`config.mk`:
```
export PLATFORM = sky130hd
export DESIGN_NAME = mem_arbiter
export DESIGN_NICKNAME = d
export VERILOG_FILES = /design/src/rtl/riscv_pkg.sv /design/src/rtl/mem_arbiter_arb_prio.sv /design/src/rtl/mem_arbiter.sv
export SDC_FILE = /design/constraint.sdc
export NUM_CORES = 1
export LEC_CHECK = 0
export CORE_MARGIN = 2
export CORE_UTILIZATION = 42
export CTS_CLUSTER_SIZE = 10
export DETAILED_ROUTE_END_ITERATION = 8
export PLACE_DENSITY_LB_ADDON = 0.12
export SLEW_MARGIN = 10
export SYNTH_ARGS = -nofsm -noshare
export SYNTH_HDL_FRONTEND = slang
export SYNTH_SLANG_ARGS = --single-unit
```
`constraint.sdc`:
```
create_clock -name clk -period 2.2 [get_ports clk]
set_input_delay 0.22 -clock clk [delete_from_list [all_inputs] [get_ports clk]]
set_output_delay 0.22 -clock clk [all_outputs]
set_load 0.005 [all_outputs]
```
`src/rtl/riscv_pkg.sv`:
```
// Shared types and constants for the core-side memory path.
package riscv_pkg;

    typedef enum logic [1:0] {
        IDLE    = 2'd0,
        BUSY_IF = 2'd1,
        BUSY_D  = 2'd2
    } state_t;

    typedef enum logic [1:0] {
        WIN_NONE = 2'd0,
        WIN_IF   = 2'd1,
        WIN_D    = 2'd2
    } winner_t;

    // Opcodes used by the core-side glue that derives d_we.
    localparam logic [6:0]  LW  = 7'b000_0011;
    localparam logic [6:0]  SW  = 7'b010_0011;
    localparam logic [31:0] NOP = 32'h0000_0013;

endpackage

```
`src/rtl/mem_arbiter_arb_prio.sv`:
```
// Priority decision between fetch and data; data wins unless fetch has been starved.
module arb_prio
    import riscv_pkg::*;
#(
    parameter int STARVE_MAX = 4,
    parameter int CNT_W      = 3
) (
    input  logic             if_req,
    input  logic             d_req,
    input  logic [CNT_W-1:0] starve_cnt,
    output winner_t          winner
);

    always_comb begin
        winner = WIN_NONE;
        if (if_req && d_req) begin
            winner = (starve_cnt == CNT_W'(STARVE_MAX)) ? WIN_IF : WIN_D;
        end else if (if_req) begin
            winner = WIN_IF;
        end else if (d_req) begin
            winner = WIN_D;
        end
    end

endmodule

```
`src/rtl/mem_arbiter.sv`:
```
// Shares one variable-latency memory port between instruction fetch and load/store,
// one transaction outstanding at a time.
//
// state   | meaning
// IDLE    | no access in flight; arbitration and grant happen here
// BUSY_IF | fetch access in flight, waiting for mem_ack
// BUSY_D  | load/store access in flight, waiting for mem_ack
module mem_arbiter
    import riscv_pkg::*;
#(
    parameter int ADDR_W     = 32,
    parameter int DATA_W     = 32,
    parameter int STARVE_MAX = 4
) (
    input  logic              clk,
    input  logic              rst_n,
    input  logic              if_req,
    input  logic [ADDR_W-1:0] if_addr,
    output logic              if_gnt,
    output logic              if_rvalid,
    output logic [DATA_W-1:0] if_rdata,
    input  logic              d_req,
    input  logic              d_we,
    input  logic [ADDR_W-1:0] d_addr,
    input  logic [DATA_W-1:0] d_wdata,
    output logic              d_gnt,
    output logic              d_rvalid,
    output logic [DATA_W-1:0] d_rdata,
    output logic              mem_req,
    output logic              mem_we,
    output logic [ADDR_W-1:0] mem_addr,
    output logic [DATA_W-1:0] mem_wdata,
    input  logic              mem_ack,
    input  logic [DATA_W-1:0] mem_rdata
);

    localparam int CNT_W = $clog2(STARVE_MAX + 1);

    state_t           state;
    state_t           state_next;
    winner_t          winner;
    logic [CNT_W-1:0] starve_cnt;

    arb_prio #(
        .STARVE_MAX (STARVE_MAX),
        .CNT_W      (CNT_W)
    ) u_arb_prio (
        .if_req     (if_req),
        .d_req      (d_req),
        .starve_cnt (starve_cnt),
        .winner     (winner)
    );

    always_ff @(posedge clk or negedge rst_n) begin
        if (!rst_n) state <= IDLE;
        else        state <= state_next;
    end

    always_comb begin
        state_next = state;
        case (state)
            IDLE: begin
                if (winner == WIN_IF)     state_next = BUSY_IF;
                else if (winner == WIN_D) state_next = BUSY_D;
            end
            BUSY_IF, BUSY_D: begin
                if (mem_ack) state_next = IDLE;
            end
            default: state_next = IDLE;
        endcase
    end

    // Grants depend only on requests and registered state, never on mem_ack.
    always_comb begin
        if_gnt  = (state == IDLE) && (winner == WIN_IF);
        d_gnt   = (state == IDLE) && (winner == WIN_D);
        mem_req = (state != IDLE);
    end

    always_ff @(posedge clk or negedge rst_n) begin
        if (!rst_n) begin
            mem_we    <= 1'b0;
            mem_addr  <= '0;
            mem_wdata <= '0;
        end else if (if_gnt) begin
            mem_we    <= 1'b0;
            mem_addr  <= if_addr;
            mem_wdata <= '0;
        end else if (d_gnt) begin
            mem_we    <= d_we;
            mem_addr  <= d_addr;
            mem_wdata <= d_wdata;
        end
    end

    always_ff @(posedge clk or negedge rst_n) begin
        if (!rst_n) begin
            if_rvalid <= 1'b0;
            d_rvalid  <= 1'b0;
            if_rdata  <= '0;
            d_rdata   <= '0;
        end else begin
            if_rvalid <= 1'b0;
            d_rvalid  <= 1'b0;
            if (mem_ack && state == BUSY_IF) begin
                if_rvalid <= 1'b1;
                if_rdata  <= mem_rdata;
            end
            if (mem_ack && state == BUSY_D) begin
                d_rvalid <= 1'b1;
                d_rdata  <= mem_we ? '0 : mem_rdata;
            end
        end
    end

    // Counts contested data wins; saturates so fetch keeps priority until served.
    always_ff @(posedge clk or negedge rst_n) begin
        if (!rst_n) begin
            starve_cnt <= '0;
        end else if (if_gnt) begin
            starve_cnt <= '0;
        end else if (d_gnt && if_req && starve_cnt != CNT_W'(STARVE_MAX)) begin
            starve_cnt <= starve_cnt + 1'b1;
        end
    end

endmodule

```
== Word level (Yosys, flattened, before mapping) ==
Cells that the tools add are included.

* Logic and storage cells: 50
* Output and inout bits: 134
* Bits in registers: 136
* Bits of input ports: 134

* Eq/ne operators: 8
* Add/sub/neg operators: 1
* Multiplexer cells: 19
* Reduce and logical (&&, ||, !) cells: 13

{| class="wikitable"
|+ Operators by type and width
! cell !! count
|-
| $mux 32 || 5
|-
| $mux 2 || 7
|-
| $logic_and 1x1->1 || 7
|-
| $mux 3 || 2
|-
| $reduce_bool 2->1 || 3
|-
| $eq 2x1->1 const B || 2
|-
| $eq 2x2->1 const B || 2
|-
| $mux 1 || 4
|-
| $pmux 2 s2 || 1
|-
| $add 3x1->3 const B || 1
|-
| $eq 3x3->1 const B || 1
|-
| $ne 3x1->1 const B || 1
|-
| $ne 3x3->1 const B || 1
|-
| $logic_not 2->1 || 1
|-
| $ne 2x2->1 const B || 1
|-
| $reduce_and 2->1 || 1
|-
| $reduce_or 2->1 || 1
|}

== Logic depth before layout (Yosys ltp) ==
Gate-level depths: netlist of run 1.

* Depth in word-level cells: 9
* Mapped depth: 7
* Depth with buffers taken out: 5

== Cells and area by module ==
A second synthesis of run 1 with hierarchy kept.

* Cell total of the unflattened synthesis: 498
* Area, all modules: 5,564.1 µm²

{| class="wikitable"
|+ By module, submodules not included
! module !! instances !! area an instance (µm²) !! cells each !! seq. area each (µm²)
|-
| mem_arbiter || 1 || 5,539.1 || 494 || 3,403.3
|-
| arb_prio || 1 || 25.0 || 4 || 0.0
|}

== Least setup slack after synthesis of run 1 ==
No wires, ideal clock.

* Path kind: reg2reg
* Start point: register state[0]
* End point: register mem_wdata[0]
* Data required time: 2,074 ps
* Arrival time: 1,463 ps
* Slack: 611 ps
* Library setup time: 126 ps
* Cell stages (with the launch flop): 7
* Period minus slack after synthesis: 1,589 ps
* Buffers on the path: 2
* Cell sequence: dfrtp_1 > inv_1 > ha_1 > buf_2 > clkinv_1 > clkbuf_1 > a221o_1

* Cells in the longest elaborated chain, start to end: 3
* Elaborated cells between the ends (all ways): 5
* Classes of those cells: 1 x mux; 4 x reduce/logical

{| class="wikitable"
|+ RTL lines
! what !! RTL line !! RTL
|-
| start: declaration || mem_arbiter.sv:39 || <nowiki>state_t state;</nowiki>
|-
| start signal: assignment || mem_arbiter.sv:56 || <nowiki>else state <= state_next;</nowiki>
|-
| $logic_not 2->1 (*) || mem_arbiter.sv:75, mem_arbiter.sv:76 ||
|-
| $logic_and 1x1->1, on equally long branches || mem_arbiter.sv:75, mem_arbiter.sv:76 ||
|-
| $mux 32 or $reduce_bool 2->1 (tied branches) || n/a ||
|-
| end signal: assignment || mem_arbiter.sv:92 || <nowiki>mem_wdata <= d_wdata;</nowiki>
|-
| end: declaration || mem_arbiter.sv:32 || <nowiki>output logic [DATA_W-1:0] mem_wdata,</nowiki>
|}

Mark *: on every way between the ends. The rest lies on a longest branch, timed or not.
A chain may end at the register's enable or synchronous reset.

== Worst setup path after layout of run 1 ==
* Start point: register state[0]
* End point: output mem_req

* Cells in the longest elaborated chain, start to end: 1

{| class="wikitable"
|+ RTL lines
! what !! RTL line !! RTL
|-
| $reduce_bool 2->1 || mem_arbiter.sv:77 || <nowiki>mem_req = (state != IDLE);</nowiki>
|-
| end: declaration || mem_arbiter.sv:29 || <nowiki>output logic mem_req,</nowiki>
|}

No other way between the ends.

==> results of run 1 <==
==> area by class of cell <==
class / count / area (sq um) / share of cell area (%)
sequential: 136 / 3400 / 35.4
tap: 180 / 225 / 2.34
multi-input combinational: 351 / 2450 / 25.5
timing repair buffer: 285 / 2850 / 29.7
clock buffer: 19 / 453 / 4.71
inverter: 9 / 33.8 / 0.351
clock inverter: 12 / 198 / 2.06
==> report_power, final <==
group	internal [W]	switching (W)	leakage, nW
logic	0.00368	0.00230	2.04
registers	0.00373	0.000802	1.69
clock network	0.00206	0.00108	0.315
==> cell usage after synthesis <==
cell type	count
mux2_2	32
a21oi_2	1
buf_2	13
ha_1	5
a22o_1	2
a21oi_1	34
and2_1	32
a31oi_2	1
o22ai_1	1
nor2_2	1
inv_1	8
clkinv_1	1
o31ai_1	1
dfrtp_1	136
a221o_1	65
nand2b_1	66
o21ai_1	1
buf_1	5
clkbuf_1	22
o21ai_0	34
nand2_1	40
buf_6	3
a21boi_2	1
nand3_1	34
==> stage by stage <==
stage          power (W)  worst slack (ps)  utilization [%]  cells  area, sq um
2_1_floorplan    0.00697               611                -    539         6060
3_3_place_gp      0.0103               310             63.9    960         8940
3_5_place_dp      0.0105               259             63.9    960         8940
4_1_cts           0.0138               193             68.7    992         9620
5_1_grt           0.0145               128             68.7    992         9620
6_report          0.0136               245             68.7    992         9620
==> repair_timing <==
action,4_1_cts,5_1_grt
resized for setup,5,0
setup endpoints to repair,2,0
hold endpoints to repair,59,0
hold buffers,1,0
==> worst max-delay path by stage <==
stage | to | slack [ps] | cells past startpoint
final | mem_req | 250 | 4
after global routing | mem_req | 130 | 4
after global placement | if_gnt | 310 | 4
after detailed placement | if_gnt | 260 | 4
after CTS | mem_req | 190 | 4
after floorplan | mem_wdata[0] | 610 | 6
==> flip-flops by register name (all words and copies together), names as in the netlist <==
name	flops
if_rdata	32
mem_we	1
if_rvalid	1
state	2
mem_wdata	32
mem_addr	32
starve_cnt	3
d_rvalid	1
d_rdata	32
==> metal layers <==
metal / GRT usage (%) / vias up / wire length (um)
met3: 6.32 / 39 / 1290
met5: 0 / - / 0
li1: - / 2463 / -
met4: 10.5 / 0 / 518
met2: 40.0 / 212 / 9060
met1: 26.9 / 2617 / 7000
==> worst max-delay path, stage by stage, from the launching register on <==
cell and delay [ps]:
dfrtp_1 400, inv_1 130, ha_4 190, clkinv_1 100
clkdlybuf4s50_1 500
==> logic make-up (layout without fill, tap and decap cells) <==
logic type,Yosys count,in the layout,synth area share (%)
buffers and inverters,52,325,3.86
DFF,136,136,56.2
AOI/OAI and AO/OA,141,141,17.5
muxes,32,32,5.95
adders and majority gates,5,5,1.03
and+or+nand+nor,173,173,15.5
==> results.cfg, run 1 <==
[run_status]
status = completed

[clock_tree]
cts_buffers = 17
cts_htree_levels = 4
clock_sinks = 136
clk_pin_slew_ps = 60
max-clock-path-buffers = 2
cts_tree = done
root_buffer = clkbuf_16
clk-insertion-delay-late_ps = 410
postCtsSetupBuffers = 0

[timing]
tns_ps = 0
period_share_pct = 88.9
worst_pin_slew_ps = 587
relSlewSlack_pct = 60.9
fmax_ghz = 0.512
fin_crit_ps = 1950
setup_viol = 0
hold_slack_ps = 353
slew_viol_final = 0
hold_viol_final = 0
fin_worst_skew_ps = 7.70
rsz0062_at_grt = no

[global_routing]
grt_usage_pct = 23.2
grt_max_degree = 66
overflow = 0
first_global_vias = 5416
grt_pass1_wl_mm = 27.3
antenna_found_initial = 0

[placed_design]
hpwlAfterDp_mm = 12.3
portBuffers = 267
gp_congestion = 0.809

[setup_path]
reg2reg_setup_slack_ps = 420
endpoint_kind = output port
crit_start = state[0]
crit_type = register to output port
rr_startpoint = starve_cnt[0]
startpoint_type = register
r2r_end = mem_addr[19]
crit_path_max_fanout = 6
cp.required_ps = 1980
crit_arrival_ps = 1730
reg2reg_depth = 6

[cells_and_area]
final_common_cell = clkdlybuf4s50_1
diodes = 0
area_growth_pct = 58.7
finalNetCount = 939
n_fill_cell = 1065
mostFrequentLayoutCells = 263 x clkdlybuf4s50_1, 136 x dfrtp_1, 66 x nand2b_1, 65 x a221o_1, 39 x nand2_1
drive_gt1_share_pct = 11.0

[logic_synthesis]
syn-num-nets = 678
seq_area_frac_synth_pct = 56.2
syn_area_per_cell_sq_um = 11.2
synth_area_leader_cell = dfrtp_1
ys_seq_elements = 136
netlist_area_sq_um = 6060
synth.top_cell.area_share_pct = 56.2
synth.area.top_cells = dfrtp_1 56%, a221o_1 11%, nand2b_1 6.8%
ys_warn_count = 0
syn_inst = 539
ys_types = 24

[floorplanning]
dieArea_sq_um = 15400
die_w_um = 124
core_area_sq_um = 14000
die_y_um = 124
ios = 268
row_count = 43
start_util_pct = 43.3

[detailed_routing]
drt_iter0_markers = 347
ant_nets = 0
wl_mm = 17.9
wl_per_cell_um = 18.0
drc = 0
routed-via-count = 5331
dr.pass1.iters = 5
vias_per_cell = 5.37

[worst_hold_path]
hold_class = primary input to async pin

[power_and_ir_drop]
ir_drop_uv = 635
cellLeakagePower_nw = 4.04
power_density_nw_per_um2 = 1420

[job]
max-cap-violations = 0
Note: power is estimated with default switching activity, not from simulation.
==> inputs of run 2 (changes only) <==
--- a/config.mk
+++ b/config.mk
@@ -5,6 +5,7 @@
 export SDC_FILE = /design/constraint.sdc
 export NUM_CORES = 1
 export LEC_CHECK = 0
+export CORE_ASPECT_RATIO = 1.1
 export CORE_MARGIN = 2
 export CORE_UTILIZATION = 42
 export CTS_CLUSTER_SIZE = 10
==> results.cfg, run 2 (same netlist as run 1, synthesis figures left out) <==
[run_status]
status = completed

[setup_path]
cp.required_ps = 1980
crit_type = register to output port
endpoint_kind = output port
crit_arrival_ps = 1780
crit_path_max_fanout = 7
startpoint_type = register

[timing]
fin_worst_skew_ps = 7.66
setup_viol = 0
worst_pin_slew_ps = 552
rsz0062_at_grt = no
slew_viol_final = 0
relSlewSlack_pct = 63.2
hold_viol_final = 0
period_share_pct = 90.8
tns_ps = 0
fin_crit_ps = 2000
hold_slack_ps = 330
fmax_ghz = 0.501

[detailed_routing]
drc = 0
vias_per_cell = 5.29
routed-via-count = 5321
wl_mm = 18.7
wl_per_cell_um = 18.6
dr.pass1.iters = 4
drt_iter0_markers = 434
ant_nets = 0

[global_routing]
grt_pass1_wl_mm = 29.1
grt_usage_pct = 24.2
first_global_vias = 5539
overflow = 0
grt_max_degree = 68
antenna_found_initial = 0

[placed_design]
gp_congestion = 0.826
placed_area_sq_um = 8960
hpwlAfterDp_mm = 13.2
portBuffers = 267

[power_and_ir_drop]
cellLeakagePower_nw = 4.03
power_density_nw_per_um2 = 1410
ir_drop_uv = 697
total_power_w = 0.0135

[clock_tree]
postCtsSetupBuffers = 0
max-clock-path-buffers = 2
cts_tree = done
cts_htree_levels = 4
root_buffer = clkbuf_16
cts_buffers = 17
clk-insertion-delay-late_ps = 410
clock_sinks = 136
clk_pin_slew_ps = 60

[cells_and_area]
drive_gt1_share_pct = 10.7
area_growth_pct = 58.2
stdcell_area_sq_um = 9590
final_common_cell = clkdlybuf4s50_1
mostFrequentLayoutCells = 263 x clkdlybuf4s50_1, 136 x dfrtp_1, 66 x nand2b_1, 65 x a221o_1, 39 x nand2_1
diodes = 0
utilization_pct = 67.2
finalNetCount = 940

[floorplanning]
die_y_um = 130
dieArea_sq_um = 15400
core_area_sq_um = 14300
row_count = 46
ios = 268
start_util_pct = 42.5
die_w_um = 119

[worst_hold_path]
hold_class = primary input to register

[job]
max-cap-violations = 0
[run 2: per-stage QoR]
step | std cells | setup slack, ps
after floorplan | 539 | 611
after global placement | 973 | 258
after detailed placement | 973 | 189
after CTS | 1005 | 186
after global routing | 1005 | 119
final | 1005 | 203
[run 2: path summary, 6_finish.rpt]
path	start	cells past startpoint	slack, ps	endpoint
max	state[0]	4	200	mem_req
min	d_req	4	330	starve_cnt[1]
max reg2reg	starve_cnt[0]	6	390	mem_addr[1]
min reg2reg	d_rdata[21]	2	480	d_rdata[21]
max in group asynchronous	rst_n	3	1140	d_rdata[29]
min in group asynchronous	rst_n	2	360	if_rdata[6]
[run 2: report_power, final]
group | internal, W | leakage, nW | switching (W)
Clock | 0.00185 | 0.299 | 0.00104
Combinational | 0.00370 | 2.05 | 0.00239
Sequential | 0.00373 | 1.69 | 0.000773
Total | 0.00927 | 4.03 | 0.00420
[run 2: critical path, stage by stage (launching register included)]
cell and delay [ps]:
dfrtp_1 400, inv_1 140, ha_4 200, clkinv_1 150, clkdlybuf4s50_1 490
[run 2: what timing repair did]
item,CTS,global route
setup endpoints to repair,2,0
endpoints found under the hold margin,55,0
hold buffers,1,0
gates resized for setup,4,0
[run 2: layout make-up]
cell class                      instances  area (sq um)
Inverter                                9          33.8
Tap cell                              192           240
Fill cell                            1183          4690
Sequential cell                       136          3400
Timing Repair Buffer                  286          2860
Multi-Input combinational cell        351          2450
Clock inverter                          6          87.6
Clock buffer                           25           515
[run 2: per-layer routing]
layer,up-vias,wire (um),track usage [%]
li1,2462,-,-
met4,0,350,8.05
met1,2642,7600,28.4
met2,192,9720,42.7
met5,-,0,0
met3,25,1060,7.12
